===== config.mk =====
export PLATFORM = sky130hd
export DESIGN_NAME = decode_stage
export DESIGN_NICKNAME = d
export VERILOG_FILES = /design/src/rtl/decode_pkg.sv /design/src/rtl/decode_regfile.sv /design/src/rtl/decode_stage.sv
export SDC_FILE = /design/constraint.sdc
export NUM_CORES = 1
export LEC_CHECK = 0
export BUFFER_PORTS_ARGS = -buffer_cell sky130_fd_sc_hd__buf_2
export CAP_MARGIN = 10
export CORE_ASPECT_RATIO = 1.1
export CORE_UTILIZATION = 45
export CTS_BUF_LIST = sky130_fd_sc_hd__clkbuf_4 sky130_fd_sc_hd__clkbuf_8
export CTS_CLUSTER_DIAMETER = 150
export DETAILED_ROUTE_END_ITERATION = 8
export GPL_ROUTABILITY_DRIVEN = 0
export GPL_TIMING_DRIVEN = 1
export SYNTH_ARGS = -nofsm -noshare
export SYNTH_HDL_FRONTEND = slang
export SYNTH_SLANG_ARGS = --single-unit

===== constraint.sdc =====
create_clock -name clock -period 2.6 [get_ports clock]
set_clock_uncertainty 0.15 [all_clocks]
set_input_delay 0.52 -clock clock [delete_from_list [all_inputs] [get_ports clock]]
set_output_delay 0.52 -clock clock [all_outputs]
set_load 0.02 [all_outputs]

===== src/rtl/decode_pkg.sv =====
// Opcode constants, instruction field positions and the destination-write decode shared by decode_stage.
package decode_pkg;
  localparam logic [3:0] OP_NOP    = 4'h0;
  localparam logic [3:0] OP_STORE  = 4'hE;
  localparam logic [3:0] OP_BRANCH = 4'hF;

  localparam int RD_LSB  = 16;
  localparam int RS1_LSB = 12;
  localparam int RS2_LSB = 8;

  function automatic logic writes_dest(input logic [3:0] op);
    return !(op == OP_NOP || op == OP_STORE || op == OP_BRANCH);
  endfunction
endpackage


===== src/rtl/decode_regfile.sv =====
// REGNUM x WIDTH register file: two combinational read ports, one posedge write port, sync reset to zero.
module decode_regfile #(
  parameter int WIDTH        = 32,
  parameter int REGNUM       = 16,
  parameter int ADDRESSWIDTH = 4
) (
  input  logic                    clock,
  input  logic                    reset,
  input  logic [ADDRESSWIDTH-1:0] read_address1,
  input  logic [ADDRESSWIDTH-1:0] read_address2,
  output logic [WIDTH-1:0]        read_data1,
  output logic [WIDTH-1:0]        read_data2,
  input  logic                    write_enable,
  input  logic [ADDRESSWIDTH-1:0] write_address,
  input  logic [WIDTH-1:0]        write_data
);
  logic [WIDTH-1:0] regs [REGNUM];

  always_ff @(posedge clock) begin
    if (reset) begin
      for (int i = 0; i < REGNUM; i++) regs[i] <= '0;
    end else if (write_enable) begin
      regs[write_address] <= write_data;
    end
  end

  assign read_data1 = regs[read_address1];
  assign read_data2 = regs[read_address2];
endmodule


===== src/rtl/decode_stage.sv =====
// Decode stage: field split, regfile read, scoreboard stall, ID/EX register (latency 1); inReady drops on
// hazard, flush or a held output. DECODE_BYPASS_EN forwards same-cycle writeback into operands and hazards.
module decode_stage import decode_pkg::*; #(
  parameter int WIDTH            = 32,
  parameter int REGNUM           = 16,
  parameter int ADDRESSWIDTH     = 4,
  parameter int OPCODEWIDTH      = 4,
  parameter int INSTRUCTIONWIDTH = 24,
  parameter int IMMWIDTH         = 16
) (
  input  logic                        clock,
  input  logic                        reset,
  input  logic                        inValid,
  output logic                        inReady,
  input  logic [INSTRUCTIONWIDTH-1:0] instruction,
  input  logic                        flush,
  input  logic                        writeEnable,
  input  logic [ADDRESSWIDTH-1:0]     writeAddress,
  input  logic [WIDTH-1:0]            dataToSave,
  output logic                        outValid,
  input  logic                        outReady,
  output logic [OPCODEWIDTH-1:0]      opcode,
  output logic [ADDRESSWIDTH-1:0]     regDestinationAddress,
  output logic [ADDRESSWIDTH-1:0]     reg1Address,
  output logic [ADDRESSWIDTH-1:0]     reg2Address,
  output logic [WIDTH-1:0]            reg1Content,
  output logic [WIDTH-1:0]            reg2Content,
  output logic [WIDTH-1:0]            inmediate
);
  logic [OPCODEWIDTH-1:0]  in_op;
  logic [ADDRESSWIDTH-1:0] in_rd, in_rs1, in_rs2;
  logic [WIDTH-1:0]        rf_data1, rf_data2, operand1, operand2;
  logic [REGNUM-1:0]       pend, pend_eff, pend_next;
  logic                    load, hazard, accept, in_writes, out_writes;

  assign in_op      = instruction[INSTRUCTIONWIDTH-1 -: OPCODEWIDTH];
  assign in_rd      = instruction[RD_LSB  +: ADDRESSWIDTH];
  assign in_rs1     = instruction[RS1_LSB +: ADDRESSWIDTH];
  assign in_rs2     = instruction[RS2_LSB +: ADDRESSWIDTH];
  assign in_writes  = writes_dest(4'(in_op));
  assign out_writes = writes_dest(4'(opcode));

  decode_regfile #(
    .WIDTH(WIDTH), .REGNUM(REGNUM), .ADDRESSWIDTH(ADDRESSWIDTH)
  ) regfile (
    .clock(clock),
    .reset(reset),
    .read_address1(in_rs1),
    .read_address2(in_rs2),
    .read_data1(rf_data1),
    .read_data2(rf_data2),
    .write_enable(writeEnable),
    .write_address(writeAddress),
    .write_data(dataToSave)
  );

`ifdef DECODE_BYPASS_EN
  // A register being written back this cycle is already resolved for the reader.
  always_comb begin
    pend_eff = pend;
    if (writeEnable) pend_eff[writeAddress] = 1'b0;
  end
  assign operand1 = (writeEnable && writeAddress == in_rs1) ? dataToSave : rf_data1;
  assign operand2 = (writeEnable && writeAddress == in_rs2) ? dataToSave : rf_data2;
`else
  assign pend_eff = pend;
  assign operand1 = rf_data1;
  assign operand2 = rf_data2;
`endif

  assign load    = !outValid || outReady;
  assign hazard  = pend_eff[in_rs1] || pend_eff[in_rs2] || (in_writes && pend_eff[in_rd]);
  assign inReady = load && !hazard && !flush && !reset;
  assign accept  = inValid && inReady;

  // Set is applied last so an issue wins over a writeback clear of the same register.
  always_comb begin
    pend_next = pend;
    if (writeEnable) pend_next[writeAddress] = 1'b0;
    if (flush && outValid && out_writes) pend_next[regDestinationAddress] = 1'b0;
    if (accept && in_writes) pend_next[in_rd] = 1'b1;
  end

  always_ff @(posedge clock) begin
    if (reset) pend <= '0;
    else       pend <= pend_next;
  end

  always_ff @(posedge clock) begin
    if (reset) begin
      outValid              <= 1'b0;
      opcode                <= '0;
      regDestinationAddress <= '0;
      reg1Address           <= '0;
      reg2Address           <= '0;
      reg1Content           <= '0;
      reg2Content           <= '0;
      inmediate             <= '0;
    end else if (flush) begin
      outValid <= 1'b0;
    end else if (accept) begin
      outValid              <= 1'b1;
      opcode                <= in_op;
      regDestinationAddress <= in_rd;
      reg1Address           <= in_rs1;
      reg2Address           <= in_rs2;
      reg1Content           <= operand1;
      reg2Content           <= operand2;
      inmediate             <= WIDTH'(instruction[IMMWIDTH-1:0]);
    end else if (outReady) begin
      outValid <= 1'b0;
    end
  end
endmodule


# Word level (Yosys, flattened, before mapping)

Memory sizes are Yosys's and may differ from the RTL's. A register that Yosys moved wholly into a read port is not among the register bits.
Cells that the tools add are included.

Register bits after elaboration: 49
Logic and storage cells: 81
Memory bits (writable): 512
Input bits: 66
Memories: 1

Muxes and demuxes: 25
Eq/ne operators: 4
Order comparisons: 8
Reduce and logical (&&, ||, !) cells: 30
Bitwise gates (word level): 6

Memories:

| name         | words | width | rd ports | clocked after Yosys merged registers in | write ports | RTL line             | source |
|---|---|---|---|---|---|---|---|
| regfile.regs | 16    | 32    | 2        | 2                                       | 16          | decode_regfile.sv:17 | `logic [WIDTH-1:0] regs [REGNUM];` |

Operators by type and width:

| kind                                                               | number |
|---|---|
| two-way mux 16 bit                                                 | 3 |
| AND 16 bit                                                         | 2 |
| two-way mux 32 bit                                                 | 1 |
| inverter 16 bit                                                    | 2 |
| OR reduction 32 bit                                                | 1 |
| less-than comparator 4 x 5 -> 1 bit (second input constant)        | 5 |
| == test 4 bit (second input constant)                              | 4 |
| OR 16 bit                                                          | 1 |
| two-way mux 1 bit                                                  | 14 |
| binary-select mux 1 bit (select 4 bit)                             | 3 |
| demux 1 bit (select 4 bit)                                         | 3 |
| greater-or-equal comparator 4 x 1 -> 1 bit (second input constant) | 3 |
| logical AND 1 bit                                                  | 11 |
| logical NOT 4 bit                                                  | 2 |
| logical OR 1 bit                                                   | 7 |
| logical NOT 1 bit                                                  | 6 |
| two-way mux 4 bit                                                  | 1 |
| AND reduction 2 bit                                                | 1 |
| nonzero test 2 bit                                                 | 1 |
| OR reduction 2 bit                                                 | 1 |
| inverter 1 bit                                                     | 1 |

# Logic depth before layout (Yosys ltp)

Gate-level depths: netlist of run 1.

Word-level depth: 13
Depth in mapped cells: 10
Mapped depth without buffers: 6

# Hierarchy

Synthesis of run 1 repeated with hierarchy kept, for this count alone.

Cell total of the unflattened synthesis: 2202
Area, all modules: 31775.5 sq um

Modules (own cells, without submodules):

| module         | cells each | area each (sq um) | instances |
|---|---|---|---|
| decode_regfile | 1687       | 26583.0           | 1 |
| decode_stage   | 515        | 5192.5            | 1 |

# Worst setup path before layout of run 1

No wires, ideal clock.

Path type: in2out
Start point: input instruction[9]
End point: output inReady
Buffers on the path: 4
Required time: 1.930 ns
Arrival: 2.255 ns
Cell stages on the path: 8
Slack: -0.325 ns
Path through: buf_6 -> mux4_2 -> o211ai_1 -> and4bb_1 -> buf_4 -> buf_6 -> buf_6 -> and3_1

Longest elaborated chain between the ends: 8

Ends and longest elaborated chain:

| element                                 | RTL line           | source |
|---|---|---|
| start, declared                         | decode_stage.sv:15 | `input logic [INSTRUCTIONWIDTH-1:0] instruction,` |
| binary-select mux 1 bit (select 4 bit)  | decode_stage.sv:72 | `assign hazard = pend_eff[in_rs1] \|\| pend_eff[in_rs2] \|\| (in_writes && pend_eff[in_rd]);` |
| two-way mux 1 bit (not written as such) | decode_stage.sv:72 |  |
| logical OR 1 bit (2 in a row)           | decode_stage.sv:72 |  |
| logical NOT 1 bit                       | decode_stage.sv:73 | `assign inReady = load && !hazard && !flush && !reset;` |
| logical AND 1 bit (3 in a row)          | decode_stage.sv:73 |  |
| end, declared                           | decode_stage.sv:14 | `output logic inReady,` |

No other way between the ends. The select of a mux whose other input is x is not followed.

# Worst setup path after layout of run 1

Start point: register pend[3]
End point: output inReady

Longest elaborated chain between the ends: 8

Ends and longest elaborated chain:

| element                                                      | RTL line           | source |
|---|---|---|
| start, declared                                              | decode_stage.sv:33 | `logic [REGNUM-1:0] pend, pend_eff, pend_next;` |
| start signal, assigned                                       | decode_stage.sv:86 | `else pend <= pend_next;` |
| binary-select mux 1 bit (select 4 bit)                       | decode_stage.sv:72 |  |
| two-way mux 1 bit (not written as such)                      | decode_stage.sv:72 |  |
| logical OR 1 bit / logical AND 1 bit (equally long branches) | decode_stage.sv:72 |  |
| logical OR 1 bit *                                           | decode_stage.sv:72 |  |
| logical NOT 1 bit *                                          | decode_stage.sv:73 |  |
| logical AND 1 bit * (3 in a row)                             | decode_stage.sv:73 |  |

Mark *: on every way between the ends. The rest lies on a longest branch, timed or not. The select of a mux whose other input is x is not followed.

==> reports/metrics.yaml, run 1 <==
tritoncts: "done"
peakVddDrop_uv: 343
compound_gate_fraction_of_synth_area_pct: 4.15
ff2ff_path_depth: 7
synth_area_leader_cell: "sky130_fd_sc_hd__edfxtp_1"
io_buffer_count: 163
grt_residual_overflow: 0
dominant_combinational_cell_family_by_area_after_synthesis: "multiplexers"
fp.dieH_um: 280
clock_pin_transition_on_the_worst_setup_and_hold_timing_paths_ps: 70
finalCoreUtilization_pct: 53.4
slew_viol_final: 0
yosys.area.top_type_share_pct: 48.7
cts_root_buffer: "sky130_fd_sc_hd__clkbuf_8"
destination_of_the_worst_hold_path: "regDestinationAddress[1]"
post-dp-hpwl_mm: 59.6
multiplexer_share_of_the_synthesized_area_pct: 23.8
synth_adder_area_share_pct: 0
setup.reg_to_reg.worst_slack_ps: 110
route.antenna.remaining_nets: 0
grt_pass1_wl_mm: 142
dp_worst_setup_slack_ps: -223
vias_per_cell: 6.11
wl_per_cell_um: 29.3
synth-edff-count: 512
asyncSetResetFlopFracSynth_pct: 0
final.min_clock_period_ps: 3110
violations: "setup timing"
drt_pre_antenna_iters: 6
coreArea_mm2: 0.0693
globalRouteMet3Util_pct: 6.10
busiest_layer: "met2"
delay_of_the_slowest_cell_on_the_worst_path_ps: 470
gr-usage-all-layers_pct: 28.1
crit_path_end_kind: "output pin"
start_util_pct: 45.6
synth_simple_gate_area_share_pct: 13.0
clk-insertion-delay-late_ps: 730
critical_path.slowest_cell: "sky130_fd_sc_hd__mux4_2"
critical_path.reg2reg.endpoint: "pend[7]"
number_of_placement_rows: 101
holdCritStartpoint: "instruction[17]"
arrival_ps: 2440
numCtsBuffers: 102
yosys_most_used_dff: "sky130_fd_sc_hd__edfxtp_1"
die_area_mm2: 0.0712
design_area_mm2: 0.0370
layout_worst_path_cycle_share_pct: 119
timing.critical_path.cells: "mux4_2 -> o2111a_1 -> and4bb_4 -> and3_4 -> buf_6"
number_of_vias_after_detailed_routing: 20524
post_route_cells_drive_above_1_share_pct: 35.6
report.final.setup_viol: 1
syn2layout_area_growth_pct: 17.2
drt_first_iter_violations: 2360
holdPathStages: 4
layout.nets: 2408
timing.critical_path.from_type: "flip-flop"
crit_path_max_fanout: 4
drv_cap: 0
worst_slack_ps: -505
crit-reg2reg-launch: "pend[3]"
timing.setup.critical_path_class: "flip-flop to output pin"
grt_antenna_before_repair: 8
max_clock_freq_mhz: 322
status: "finished with violations"
setup_repair_after_global_routing_missed_its_margin: "true"
dpl-instance-area_mm2: 0.0347
synth-warning-count: 0
largest_net_degree_at_the_start_of_global_routing: 89
finalHoldViolCount: 0
slew_headroom_pct: 31.3
die-width_um: 255
yosys.cell_types.count: 48
detail_route.drc_violations: 0
power_leakage_nw: 13.1
max_slew.worst_pin.slew_ps: 1030
htree_levels: 3
syn_area_mm2: 0.0316
timing.hold.worst.class: "primary input to flip-flop"
synth-seq-area-share_pct: 55.3
synth.ff_latch_count: 617
synthXorXnorAreaFrac_pct: 0
post_synth.cell_area_avg_um2: 14.8
powerDensity_mw_per_mm2: 628
cts.sink_count: 617
vias_in_the_first_global_route: 20878
io_pins: 180
synthesis.instances: 2127
grt_util_met1_pct: 38.0
worst_ep_required_time_ps: 1930
grt_use_met2_pct: 45.2
route.final.wire_length_mm: 98.4
buffers_from_clock_root_to_sink_at_most: 3
synth.top_cells.by_area: "sky130_fd_sc_hd__edfxtp_1 49%, sky130_fd_sc_hd__mux4_2 23%, sky130_fd_sc_hd__and2_1 10%"
==> cell type report <==
cell class	count	area [µm²]
repair buffers	335	3120
inverters	18	67.6
fillers	5753	32200
clock buffers	147	1830
diodes	3	7.51
flip-flops and latches	617	17500
clock inverters	45	279
well taps	927	1160
multi-input cells	1268	13100
==> worst max-delay path by stage <==
stage | startpoint | to | slack [ps] | cells after the start
global route | pend[3] | inReady | -550 | 5
detailed placement | instruction[16] | inReady | -220 | 6
finish | pend[3] | inReady | -510 | 5
global placement | instruction[16] | inReady | -160 | 6
CTS | pend[3] | inReady | -580 | 5
floorplan | instruction[9] | inReady | -270 | 8
==> worst max-delay path, delay by kind of cell (launching register included) <==
kind	cells	cell delay, ps
flops	1	370
compound gates	1	270
mux	1	470
simple gates	2	480
buf+inv	1	110
==> report_power, final <==
part | switching, W | internal (W) | leakage, nW
Sequential | 0.000261 | 0.0112 | 5.76
Combinational | 0.00155 | 0.00138 | 6.21
Clock | 0.00405 | 0.00474 | 1.12
==> state kept, by name, indices dropped and copies added (netlist names), 4 cells and up <==
name                   count
inmediate                  9
opcode                     4
pend                      16
reg1Address                4
reg1Content               32
reg2Content               32
regDestinationAddress      4
regfile.regs             512
==> routing by layer <==
metal  vias to the layer above  wire, µm
met5                         -        66
met2                      1097     47100
met1                     10603     38800
met3                       217      9400
met4                        10      2960
li1                       8597         -
==> through the flow <==
stage	power [W]	setup TNS, ps	std cells	hold slack [ps]
after floorplan	0.0134	-275	2142	337
after global placement	0.0145	-653	3147	308
after detailed placement	0.0146	-5320	3147	313
after CTS	0.0234	-575	3357	46.1
after global routing	0.0240	-546	3358	93.0
final	0.0232	-505	3360	105
==> Yosys cell counts, drive strengths merged, types with 2 or more instances <==
cell type  number
nor2           21
edfxtp        512
nand2          11
o31ai           5
o211ai         13
clkbuf        149
or3             2
nand4           6
and2          513
mux2i           8
nor2b           5
buf            90
o311ai          4
nand2b          6
o21ai          93
a21oi         104
nor3            4
dfxtp         105
mux4          329
o41ai           6
nand3          99
a31oi           5
and3            4
inv            17
==> cell usage in the layout (no fill, tap or decap), drive strengths merged, types with 11 or more instances in the layout <==
cell           n
a21oi        104
nand3         99
buf          317
nor2          21
conb          16
o21ai         93
o211ai        13
nand2         11
and2         513
mux4         329
dfxtp        105
inv           18
edfxtp       512
dlygate4sd3   17
clkbuf       148
clkinv        41
==> what timing repair did <==
action | CTS | global route
setup endpoints to repair | 1 | 2
endpoints found under the hold margin | 18 | 0
hold buffers | 17 | 0
pin swaps | 2 | 1
gates resized for setup | 5 | 0
setup buffers | 1 | 0
==> cells by family after synthesis <==
kind of cell / after synthesis
mux: 338
flops: 617
other cells: 1
compound gates: 234
buf+inv: 257
simple gates: 680
No activity file was read; power rests on OpenSTA's default activity.
==> run 2, diff against run 1 <==
--- a/config.mk
+++ b/config.mk
@@ -10,10 +10,10 @@
 export CORE_ASPECT_RATIO = 1.1
 export CORE_UTILIZATION = 45
 export CTS_BUF_LIST = sky130_fd_sc_hd__clkbuf_4 sky130_fd_sc_hd__clkbuf_8
-export CTS_CLUSTER_DIAMETER = 150
 export DETAILED_ROUTE_END_ITERATION = 8
 export GPL_ROUTABILITY_DRIVEN = 0
-export GPL_TIMING_DRIVEN = 1
+export GPL_TIMING_DRIVEN = 0
+export PLACE_DENSITY_LB_ADDON = 0.25
 export SYNTH_ARGS = -nofsm -noshare
 export SYNTH_HDL_FRONTEND = slang
 export SYNTH_SLANG_ARGS = --single-unit
==> run 2 against run 1 <==
Compared with the run above: the run still ends with setup timing left; sequential share of layout area grew 0.45 points; combinational power grew 2%; worst setup slack lost 130 ps; final cell count grew 3.6%; die area is the same; critical path type unchanged; highest routed layer unchanged; sequential power is essentially flat; largest cell class unchanged; non-clock buffer count grew 121.
==> reports/metrics.yaml, run 2 (synthesized netlist as in run 1, its figures left out) <==
coreArea_mm2: 0.0693
timing.hold.worst.class: "primary input to flip-flop"
number_of_placement_rows: 101
vias_per_cell: 6.23
syn2layout_area_growth_pct: 16.1
worst-path-stages: 7
gr-usage-all-layers_pct: 29.4
final_cell_mix: "513 x sky130_fd_sc_hd__and2_1, 512 x sky130_fd_sc_hd__edfxtp_1, 329 x sky130_fd_sc_hd__mux4_2, 169 x sky130_fd_sc_hd__buf_2, 134 x sky130_fd_sc_hd__clkbuf_1"
dp_worst_setup_slack_ps: -1230
drt_pre_antenna_iters: 6
route.final.wire_length_mm: 104
clock_pin_transition_on_the_worst_setup_and_hold_timing_paths_ps: 60
timing.critical_path.from_type: "flip-flop"
layout_worst_path_cycle_share_pct: 125
worstSetupStartpoint: "pend[3]"
layout.cells.most_common: "sky130_fd_sc_hd__and2_1"
top_regs: "regfile.regs (512), reg1Content (32), reg2Content (32)"
grt_antenna_before_repair: 9
drv_cap: 0
grt_residual_overflow: 0
io_buffer_count: 152
violations: "setup timing"
buffers_from_clock_root_to_sink_at_most: 3
largest_net_degree_at_the_start_of_global_routing: 24
arrival_ps: 2570
cts_root_buffer: "sky130_fd_sc_hd__clkbuf_8"
timing.setup.critical_path_class: "flip-flop to output pin"
crit_path_end_kind: "output pin"
max_slew.worst_pin.slew_ps: 1150
post_route_cells_drive_above_1_share_pct: 32.2
status: "finished with violations"
die_area_mm2: 0.0712
detail_route.drc_violations: 0
peakVddDrop_uv: 349
worst_ep_required_time_ps: 1930
io_pins: 180
post-dp-hpwl_mm: 70.5
fp.dieH_um: 280
number_of_vias_after_detailed_routing: 21697
wl_per_cell_um: 30.0
die-width_um: 255
layout.nets: 2530
start_util_pct: 45.6
route.antenna.remaining_nets: 0
report.final.setup_viol: 71
numCtsBuffers: 103
htree_levels: 3
cts.sink_count: 617
finalSetupTns_ps: -8950
crit_path_max_fanout: 4
worst-path-buf-inv: 3
critical_path.slowest_cell: "sky130_fd_sc_hd__mux4_2"
timing.critical_path.cells: "mux4_2 -> o2111a_1 -> and4bb_1 -> buf_6 -> buf_12 -> and3_4 -> buf_6"
fin_hold_ws_ps: 28.7
top_register: "regfile.regs"
drt_first_iter_violations: 3050
holdPathStages: 2
worst_path_most_repeated_cell: "sky130_fd_sc_hd__buf_6"
largest_register_ff_count: 512
delay_of_the_slowest_cell_on_the_worst_path_ps: 460
final.min_clock_period_ps: 3240
holdCritStartpoint: "dataToSave[3]"
clk-insertion-delay-late_ps: 750
crit-reg2reg-launch: "pend[4]"
max_clock_freq_mhz: 309
grt_pass1_wl_mm: 147
setup_repair_after_global_routing_missed_its_margin: "true"
crit_family: "multiplexers"
slew_headroom_pct: 23.5
finalHoldViolCount: 0
slew_viol_final: 0
ff2ff_path_depth: 8
vias_in_the_first_global_route: 21620
power_leakage_nw: 12.9
powerDensity_mw_per_mm2: 634
tritoncts: "done"
worst_slack_ps: -639
run 2: cell count changes in the layout (fill, tap and decap cells not counted), sizes merged, moves of 2 or more:
cell           previous run  this run
buf                     317       258
bufinv                    2         0
clkbuf                  148       311
clkdlybuf4s15             0         3
clkinv                   41        30
clkinvlp                  2         4
dlygate4sd3              17        42
run 2: cell type report:
type	count	area, µm²
Inverter	18	67.6
Tap cell	927	1160
Sequential cell	617	17500
Timing Repair Buffer	218	1610
Fill cell	5777	32600
Clock buffer	158	1870
Clock inverter	35	181
Multi-Input combinational cell	1268	13000
Buffer	238	1250
Antenna cell	2	5.00
run 2: layer usage:
metal | up-vias | part of all wire, % | GRT usage, % | wire length [µm]
li1 | 8858 | - | - | -
met1 | 11035 | 37 | 38.7 | 38700
met2 | 1516 | 47 | 46.2 | 48800
met3 | 282 | 12 | 7.28 | 12200
met4 | 6 | 4.3 | 13.4 | 4470
met5 | - | 0.031 | 0 | 32
run 2: through the flow:
stage               area, µm²  utilization [%]  instances  total power (W)
finish                  36700             52.9       3481           0.0232
global route            36700             52.9       3481           0.0238
CTS                     36500             52.8       3477           0.0232
detailed placement      34000             49.1       3238           0.0146
global placement        33600             48.5       3221           0.0144
floorplan               31700                -       2142           0.0134
run 2: worst paths after layout:
kind         slack, ps                  end
min                 30  regfile.regs[11][3]
min reg2reg        320      reg2Content[17]
max reg2reg       -530       reg1Content[4]
max               -640              inReady
run 2: timing repair:
action | CTS | global route
hold endpoints to repair | 146 | 0
hold buffers | 42 | 0
resized for setup | 23 | 52
endpoints found under the setup margin | 89 | 125
pin swaps | 3 | 0
setup buffers | 5 | 1
run 2: power breakdown:
part           internal (W)  switching (W)  total (W)  leakage (nW)
combinational       0.00132        0.00168    0.00300          6.03
sequential           0.0112       0.000270     0.0115          5.76
clock               0.00458        0.00415    0.00873          1.09
total                0.0171        0.00609     0.0232          12.9
